`src/rtl/serializer_pkg.sv`:
```
// Shared types and limits for the bit serializer.
package serializer_pkg;

    typedef enum logic [1:0] {
        S_IDLE   = 2'b00,
        S_SHIFT  = 2'b01,
        S_PARITY = 2'b10
    } ser_state_t;

    localparam int unsigned SER_MAX_W = 32;

endpackage

```
`src/rtl/bit_serializer.sv`:
```
// Parallel-to-serial front end feeding the sequence detector one bit per clock.
// Define SERIALIZER_PARITY_EN to append an even-parity bit to every frame.
module bit_serializer
    import serializer_pkg::*;
#(
    parameter int unsigned DATA_W    = 8,
    parameter bit          MSB_FIRST = 1'b1
) (
    input  logic              clk,
    input  logic              reset,
    input  logic [DATA_W-1:0] in_data,
    input  logic              in_valid,
    output logic              in_ready,
    output logic              out_bit,
    output logic              out_valid,
    output logic              out_last,
    output logic              busy
);

    localparam int unsigned     CntW    = (DATA_W > 1) ? $clog2(DATA_W) : 1;
    localparam logic [CntW-1:0] LastCnt = CntW'(DATA_W - 1);

    ser_state_t        state_q, state_d;
    logic [CntW-1:0]   cnt_q, cnt_d;
    logic [DATA_W-1:0] shreg_q, shreg_d;
    logic              ser_bit;
    logic              last_data;
    logic              accept;
`ifdef SERIALIZER_PARITY_EN
    logic              par_q, par_d;
`endif

    assign ser_bit   = MSB_FIRST ? shreg_q[DATA_W-1] : shreg_q[0];
    assign last_data = (state_q == S_SHIFT) && (cnt_q == LastCnt);
    assign out_valid = (state_q != S_IDLE);
    assign busy      = (state_q != S_IDLE);
    assign accept    = in_valid && in_ready;

    // in_ready is a pure state decode so it never depends on in_valid.
`ifdef SERIALIZER_PARITY_EN
    assign in_ready  = (state_q == S_IDLE) || (state_q == S_PARITY);
    assign out_last  = (state_q == S_PARITY);
`else
    assign in_ready  = (state_q == S_IDLE) || last_data;
    assign out_last  = last_data;
`endif

    always_comb begin
        out_bit = 1'b0;
        unique case (state_q)
            S_SHIFT:  out_bit = ser_bit;
`ifdef SERIALIZER_PARITY_EN
            S_PARITY: out_bit = par_q;
`endif
            default:  out_bit = 1'b0;
        endcase
    end

    always_comb begin
        state_d = state_q;
        cnt_d   = cnt_q;
        shreg_d = shreg_q;
`ifdef SERIALIZER_PARITY_EN
        par_d   = par_q;
`endif
        unique case (state_q)
            S_IDLE: begin
                if (accept) state_d = S_SHIFT;
            end
            S_SHIFT: begin
                shreg_d = MSB_FIRST ? {shreg_q[DATA_W-2:0], 1'b0}
                                    : {1'b0, shreg_q[DATA_W-1:1]};
                cnt_d   = cnt_q + 1'b1;
`ifdef SERIALIZER_PARITY_EN
                par_d   = par_q ^ ser_bit;
`endif
                if (cnt_q == LastCnt) begin
                    cnt_d = '0;
`ifdef SERIALIZER_PARITY_EN
                    state_d = S_PARITY;
`else
                    state_d = accept ? S_SHIFT : S_IDLE;
`endif
                end
            end
`ifdef SERIALIZER_PARITY_EN
            S_PARITY: begin
                state_d = accept ? S_SHIFT : S_IDLE;
            end
`endif
            default: state_d = S_IDLE;
        endcase

        // A new word always restarts the frame bookkeeping.
        if (accept) begin
            shreg_d = in_data;
            cnt_d   = '0;
`ifdef SERIALIZER_PARITY_EN
            par_d   = 1'b0;
`endif
        end
    end

    always_ff @(posedge clk or negedge reset) begin
        if (!reset) begin
            state_q <= S_IDLE;
            cnt_q   <= '0;
            shreg_q <= '0;
`ifdef SERIALIZER_PARITY_EN
            par_q   <= 1'b0;
`endif
        end else begin
            state_q <= state_d;
            cnt_q   <= cnt_d;
            shreg_q <= shreg_d;
`ifdef SERIALIZER_PARITY_EN
            par_q   <= par_d;
`endif
        end
    end

endmodule

```
`config.mk`:
```
export PLATFORM = sky130hd
export DESIGN_NAME = bit_serializer
export DESIGN_NICKNAME = d
export VERILOG_FILES = /design/src/rtl/serializer_pkg.sv /design/src/rtl/bit_serializer.sv
export SDC_FILE = /design/constraint.sdc
export NUM_CORES = 1
export LEC_CHECK = 0
export CORE_MARGIN = 5
export CORE_UTILIZATION = 50
export DETAILED_ROUTE_END_ITERATION = 6
export PLACE_DENSITY = 0.79
export SYNTH_ARGS = -nofsm -noshare
export SYNTH_HDL_FRONTEND = slang
export SYNTH_SLANG_ARGS = --single-unit
```
`constraint.sdc`:
```
create_clock -name clk -period 3.4 [get_ports clk]
set_input_delay 0.68 -clock clk [delete_from_list [all_inputs] [get_ports clk]]
set_output_delay 0.68 -clock clk [all_outputs]
set_load 0.03 [all_outputs]
```
==> results.toml, run 1 <==
[global_routing]
antenna_found_initial = 0
grt_max_degree = 24
grt_pass1_wl_mm = 2.11
grt_pass1_vias = 474
grt_overflow = 0
grt.total_usage_pct = 14.0

[sta]
hold_viol = 0
setup_violations = 0
drv_slew = 0
skew_ps = 5.85
fin_tns_setup_ps = 0
holdWs_ps = 481
timing.fmax_mhz = 370
rsz0062_at_grt = "false"
fin_crit_sh_pct = 79.4
worst_slew_pin_slew_ps = 820
layout_min_cycle_time_ps = 2700
relSlewSlack_pct = 45.2

[route]
drc = 0
wirelength_mm = 1.34
firstDrtPassIters = 4
vias_per_cell = 5.93
drt_iter0_drc = 11
wl_per_cell_um = 15.2
num_vias = 522
ant_nets = 0

[clock_network]
cts-root-buf = "clkbuf_4"
post_cts_buffers = 0
ctsResizeCount = 0
clock_sinks = 12
ctsHoldBuffers = 0
h-tree-depth = 1
cts_max_path_buffers = 2
cts_tree = "built"
clk_latency_ps = 270
path_clk_slew_ps = 80
numCtsBuffers = 3

[floorplan]
initial_core_util_pct = 51.8
dieArea_sq_um = 2160
ios = 16
fp.dieW_um = 46.5
fp.coreArea_sq_um = 1280
die_h_um = 46.5
rows = 13

[layout]
diodes = 0
nets = 88
n_fill_cell = 114
drive_gt1_share_pct = 6.85
multiInputGateArea_sq_um = 309
area_delta_synth_final_pct = 20.3
regArea_sq_um = 300

[critical_path]
cp-start-kind = "flip-flop"
crit_end = "in_ready"
timing.rr.end = "shreg_q[2]"
r2r_start = "cnt_q[0]"
rrSetupSlack_ps = 1850
r2r_cells = 5
crit_fanout = 11
startpoint = "cnt_q[0]"
crit_type = "reg -> out"
cp.required_ps = 2720
worst_setup_path_end_kind = "primary output"
cp.arrival_ps = 2020

[logic_synthesis]
syn_avg_cell_area_sq_um = 10.9
yosysUniqueCellTypes = 17
ys_seq_area_share_pct = 45.1
synth.area.top_cells = "dfrtp_1, mux2i_1, o21ai_1"
syn_area_sq_um = 666
ys_seq_elements = 12
netlist.area_leader.share_pct = 45.1
synthDominantAreaCellType = "dfrtp_1"
ys_warn_count = 0
syn_inst = 61
syn_nets = 74

[power]
vdd_ir_drop_max_v = 0.000351
p_per_area_nw_per_um2 = 721
p_leak_nw = 0.369

[placement]
place.gp.congestion = 0.743
dpl.hpwl_um = 927
port_buffers = 15

[run]
drv_cap = 0

[hold_path]
holdCritPathClass = "reg -> reg"

[run_status]
status = "finished clean"
## layer usage
metal  track usage (%)  part of all wire (%)
met1              18.4                    47
met2              21.4                    47
met3              2.34                   4.9
met4              7.95                  0.67
met5                 0                     0
## flip-flops by register name (all words and copies together) (netlist names)
register and count:
shreg_q 8, cnt_q 3, state_q 1
## placed cells by master, fill, tap and decap left out, types with 2 or more instances in the layout
| cell | count |
|---|---|
| clkdlybuf4s50_1 | 15 |
| dfrtp_1 | 12 |
| o21ai_1 | 9 |
| mux2i_1 | 8 |
| and3_1 | 7 |
| a31oi_1 | 7 |
| clkbuf_4 | 3 |
| nand2b_1 | 2 |
| and2_1 | 2 |
| a32o_1 | 2 |
| ha_1 | 2 |
## kinds of logic (layout without fill, tap and decap cells)
family / after synthesis / after routing / share of synthesized area, %
flops: 12 / 12 / 45.1
compound gates: 18 / 18 / 16.4
simple gates: 15 / 15 / 14.3
buf+inv: 6 / 18 / 8.46
fa+ha+maj: 2 / 2 / 3.76
mux: 8 / 8 / 12.0
## cell usage after synthesis
cell      number
a31oi_1        7
a32o_1         2
and2_1         2
and3_1         7
buf_12         1
buf_2          2
buf_4          2
buf_6          1
dfrtp_1       12
ha_1           2
mux2i_1        8
nand2_1        1
nand2_2        1
nand2b_1       2
nand3_1        1
nor2_4         1
o21ai_1        9
## final cells by class
| type | count | share of cell area, % |
|---|---|---|
| well taps | 15 | 2.34 |
| clock buffers | 3 | 2.81 |
| repair buffers | 15 | 18.8 |
| multi-input cells | 43 | 38.6 |
| flip-flops and latches | 12 | 37.5 |
## per-stage QoR
step	utilization [%]	cells	total power [mW]	setup slack (ps)	area, sq um
2_1_floorplan	-	61	0.421	1580	666
3_3_place_gp	60.6	85	0.485	988	778
3_5_place_dp	60.6	85	0.495	993	778
4_1_cts	62.3	88	0.583	695	801
5_1_grt	62.3	88	0.618	601	801
6_report	62.3	88	0.578	699	801
## worst max-delay path, cell delays in order (launching register included)
cell and delay, ps:
dfrtp_1 400, ha_1 200, ha_1 290, nand2b_1 230, clkdlybuf4s50_1 640
## power breakdown
group	internal (mW)	leakage (nW)	switching [mW]	total, mW
logic	0.122	0.203	0.122	0.244
registers	0.198	0.152	0.0499	0.248
clock network	0.0409	0.0138	0.0449	0.0858
## how the worst min path moves through the flow
stage / depth (start not counted) / to / slack, ps / start
after detailed placement: 1 / cnt_q[0] / 470 / cnt_q[0]
after floorplan: 0 / cnt_q[0] / 380 / reset
after global placement: 1 / cnt_q[0] / 470 / cnt_q[0]
after CTS: 1 / cnt_q[0] / 490 / cnt_q[0]
final: 1 / cnt_q[0] / 480 / cnt_q[0]
after global routing: 1 / cnt_q[0] / 520 / cnt_q[0]
(Power assumes the default switching activity.)
==> inputs of run 2 (changes only) <==
CORE_UTILIZATION = 47   (was 50)
PLACE_DENSITY = 0.75   (was 0.79)
clock period = 2.5 ns   (was 3.4 ns; I/O delays follow)
==> run 2 against run 1 <==
  * Combinational power rose by 48%
  * Clock skew is 4.1 ps lower
  * Non-clock buffer count increased by 3
  * Sequential power rose by 30%
  * Clock power rose by 33%
  * First-iteration DRC count is 27% higher
  * Critical endpoint unchanged
  * Largest cell class unchanged
==> results.toml, run 2 (synthesis gave the netlist of run 1 again) <==
[run_status]
status = "finished clean"

[hold_path]
holdCritPathClass = "reg -> reg"
worstHoldPathCells = 1

[sta]
setup_violations = 0
timing.fmax_mhz = 420
layout_min_cycle_time_ps = 2380
hold_viol = 0
holdWs_ps = 478
skew_ps = 1.76
fin_crit_sh_pct = 95.3
rsz0062_at_grt = "false"
worst_slew_pin_slew_ps = 520
drv_slew = 0
fin_tns_setup_ps = 0
setup_ws_ps = 117
relSlewSlack_pct = 65.2

[run]
drv_cap = 0

[critical_path]
cp.required_ps = 2000
worst_setup_path_end_kind = "primary output"
crit_fanout = 4
cp.arrival_ps = 1880
cp-start-kind = "flip-flop"
crit_type = "reg -> out"
r2r_cells = 6

[route]
wl_per_cell_um = 14.4
firstDrtPassIters = 4
num_vias = 536
vias_per_cell = 5.89
wirelength_mm = 1.31
drc = 0
drt_iter0_drc = 14
ant_nets = 0

[global_routing]
grt.total_usage_pct = 13.4
grt_overflow = 0
grt_pass1_vias = 511
antenna_found_initial = 0
grt_pass1_wl_mm = 2.13
grt_max_degree = 15

[clock_network]
clk_latency_ps = 260
ctsResizeCount = 0
clock_sinks = 12
h-tree-depth = 1
post_cts_buffers = 0
cts-root-buf = "clkbuf_4"
path_clk_slew_ps = 70
cts_tree = "built"
cts_max_path_buffers = 2
ctsHoldBuffers = 0
numCtsBuffers = 3

[floorplan]
rows = 13
dieArea_sq_um = 2270
fp.coreArea_sq_um = 1320
initial_core_util_pct = 50.5
ios = 16
fp.dieW_um = 47.6
die_h_um = 47.6

[placement]
place.gp.congestion = 0.729
port_buffers = 15
place_ws_ps = 393
dpl.hpwl_um = 968

[layout]
top_regs = "shreg_q x8, cnt_q x3, state_q x1"
largest_reg_flops = 8
final_common_cell = "clkdlybuf4s50_1"
area_delta_synth_final_pct = 23.7
drive_gt1_share_pct = 10.5
regMostFlops = "shreg_q"
nets = 91
diodes = 0
final_cell_mix = "clkdlybuf4s50_1, dfrtp_1, o21ai_1, mux2i_1"

[power]
switching_power_mw = 0.292
p_per_area_nw_per_um2 = 967
switching_share_pct = 36.7
intPower_mw = 0.504
power_mw = 0.796
vdd_ir_drop_max_v = 0.000534
p_leak_nw = 0.383
power.share.clock_pct = 14.4
combPwrFrac_pct = 45.2
seqPwrFrac_pct = 40.4
[run 2: changes by cell type in the layout (fill, tap and decap cells not counted)]
| cell | delta |
|---|---|
| buf_4 | +3 |
[run 2: metal layers]
layer | vias up | wire, um | GRT usage (%)
met1 | 266 | 575 | 17.0
met3 | 2 | 65 | 3.38
met2 | 11 | 657 | 23.0
li1 | 257 | - | -
met5 | - | 0 | 0
met4 | 0 | 8 | 3.23
[run 2: area by class of cell]
type	instances	area, sq um
tap	15	18.8
multi-input combinational	43	309
timing repair buffer	18	173
clock buffer	3	22.5
fill	117	494
sequential	12	300
[run 2: through the flow]
stage               utilization, %  area [sq um]  std cells
floorplan                        -           666         61
global placement              60.8           801         88
detailed placement            60.8           801         88
CTS                           62.5           823         91
global route                  62.5           823         91
finish                        62.5           823         91
[run 2: worst max-delay path: stages (launching register included)]
cell,delay [ps]
dfrtp_1,390
ha_1,200
ha_1,220
nand2b_1,190
clkdlybuf4s50_1,620
[run 2: worst paths after layout]
check / start / to / slack, ps
worst max-delay path: cnt_q[0] / in_ready / 120
min in group asynchronous: reset / cnt_q[2] / 580
worst min register to register: cnt_q[0] / cnt_q[0] / 480
max in group asynchronous: reset / shreg_q[7] / 1580
worst min-delay path: cnt_q[0] / cnt_q[0] / 480
worst max register to register: cnt_q[0] / shreg_q[6] / 1010
[run 2: power by group through the flow]
stage / Clock [mW] / Sequential, mW / Combinational (mW)
after CTS: 0.119 / 0.322 / 0.364
after global routing: 0.127 / 0.334 / 0.398
final: 0.114 / 0.322 / 0.360
after detailed placement: 0 / 0.326 / 0.364
after global placement: 0 / 0.323 / 0.352
after floorplan: 0 / 0.314 / 0.258
==> inputs of run 3 (changes only) <==
clock period = 2.3 ns   (was 2.5 ns; I/O delays follow)
==> run 3 against run 2 <==
  * Power increased by 15%
  * Core utilization increased by 2.0 points
  * Clock power increased by 46%
  * Global-route usage increased by 2.0 points
  * Critical path depth decreased by 2
  * Routed wire length increased by 8.4%
  * Register-to-register slack got worse by 210 ps
==> results.toml, run 3 (synthesis gave the netlist of run 1 again) <==
[critical_path]
cp-start-kind = "flip-flop"
startpoint = "state_q[0]"
crit_chain = "and2_1 -> clkdlybuf4s50_1"
timing.rr.end = "shreg_q[5]"
crit_end = "out_bit"
r2r_cells = 6
rrSetupSlack_ps = 800
crit_cells = 2
crit_type = "reg -> out"
critPathBufInv = 1
worst_setup_path_end_kind = "primary output"
cp.required_ps = 1840
slowest_delay_ps = 660
crit_family = "buffers and inverters"
cp.arrival_ps = 1720
cp_slowest_cell = "clkdlybuf4s50_1"
crit_fanout = 12
r2r_start = "cnt_q[0]"

[clock_network]
cts_max_path_buffers = 2
cts_tree = "built"
clock_sinks = 12
clk_latency_ps = 270
numCtsBuffers = 3
h-tree-depth = 1
post_cts_buffers = 0
cts-root-buf = "clkbuf_4"
ctsResizeCount = 2
path_clk_slew_ps = 70
ctsHoldBuffers = 0

[layout]
top_regs = "shreg_q x8, cnt_q x3, state_q x1"
final_cell_mix = "clkdlybuf4s50_1, dfrtp_1, o21ai_1, mux2i_1"
final_common_cell = "clkdlybuf4s50_1"
largest_reg_flops = 8
fin_util_pct = 64.5
drive_gt1_share_pct = 13.9
n_fill_cell = 114
regArea_sq_um = 300
area_delta_synth_final_pct = 27.6
nets = 93
multiInputGateArea_sq_um = 309
diodes = 0
regMostFlops = "shreg_q"

[floorplan]
dieArea_sq_um = 2270
die_h_um = 47.6
ios = 16
fp.dieW_um = 47.6
initial_core_util_pct = 50.5
fp.coreArea_sq_um = 1320
rows = 13

[sta]
skew_ps = 1.11
fin_tns_setup_ps = 0
worst_slew_pin_slew_ps = 525
relSlewSlack_pct = 64.9
rsz0062_at_grt = "false"
timing.fmax_mhz = 458
drv_slew = 0
layout_min_cycle_time_ps = 2180
hold_viol = 0
fin_crit_sh_pct = 94.9
setup_violations = 0

[run]
drv_cap = 0

[power]
vdd_ir_drop_max_v = 0.000681
p_leak_nw = 0.407
p_per_area_nw_per_um2 = 1080

[route]
ant_nets = 0
wirelength_mm = 1.42
num_vias = 526
firstDrtPassIters = 4
drc = 0
drt_iter0_drc = 7
vias_per_cell = 5.60
wl_per_cell_um = 15.1

[global_routing]
grt_pass1_vias = 535
grt_pass1_wl_mm = 2.41
antenna_found_initial = 0
grt_max_degree = 13
grt.total_usage_pct = 15.4
grt_overflow = 0

[placement]
port_buffers = 15
dpl.hpwl_mm = 1.05
place.gp.congestion = 0.753

[run_status]
status = "finished clean"

[hold_path]
holdCritPathClass = "reg -> reg"
## run 3: cell count changes in the layout (fill, tap and decap cells not counted)
cell / before / now
clkdlybuf4s50_1: 15 / 13
dlygate4sd2_1: 0 / 2
buf_4: 3 / 5
clkbuf_8: 0 / 1
## run 3: final cells by class
class	instances	area share (%)
clock buffers	4	4.27
multi-input cells	43	36.4
flip-flops and latches	12	35.3
well taps	15	2.21
repair buffers	20	21.8
## run 3: metrics by stage
step | setup slack [ps] | hold WS (ps) | total power [mW] | cells | area (sq um)
finish | 118 | 510 | 0.915 | 94 | 850
global route | 26.8 | 554 | 0.995 | 94 | 850
CTS | 93.0 | 516 | 0.923 | 94 | 850
detailed placement | 221 | 498 | 0.764 | 90 | 816
global placement | 253 | 477 | 0.744 | 90 | 816
floorplan | 700 | 164 | 0.622 | 61 | 666
## run 3: worst min path at each step
stage | from | to | cells past startpoint
floorplan | reset | cnt_q[0] | 0
global placement | cnt_q[0] | cnt_q[0] | 1
detailed placement | cnt_q[2] | cnt_q[2] | 1
CTS | cnt_q[2] | cnt_q[2] | 1
global route | cnt_q[1] | cnt_q[1] | 1
finish | cnt_q[2] | cnt_q[2] | 1
## run 3: worst register-to-register path: cells and delay by family (launching register included)
family / cells / cell delay (ps)
AOI/OAI and AO/OA: 2 / 210
buffers and inverters: 1 / 180
DFF: 1 / 410
and+or+nand+nor: 1 / 140
adders and majority gates: 2 / 430
## run 3: report_power, final
group	switching [mW]	internal, mW
logic	0.203	0.190
registers	0.0618	0.293
clock network	0.0707	0.0962
## run 3: metal layers
metal	vias up	part of all wire, %	GRT usage [%]
met5	-	0	0
met4	0	0	3.23
met3	0	5.8	4.51
met2	11	49	26.2
met1	252	46	19.5
li1	263	-	-
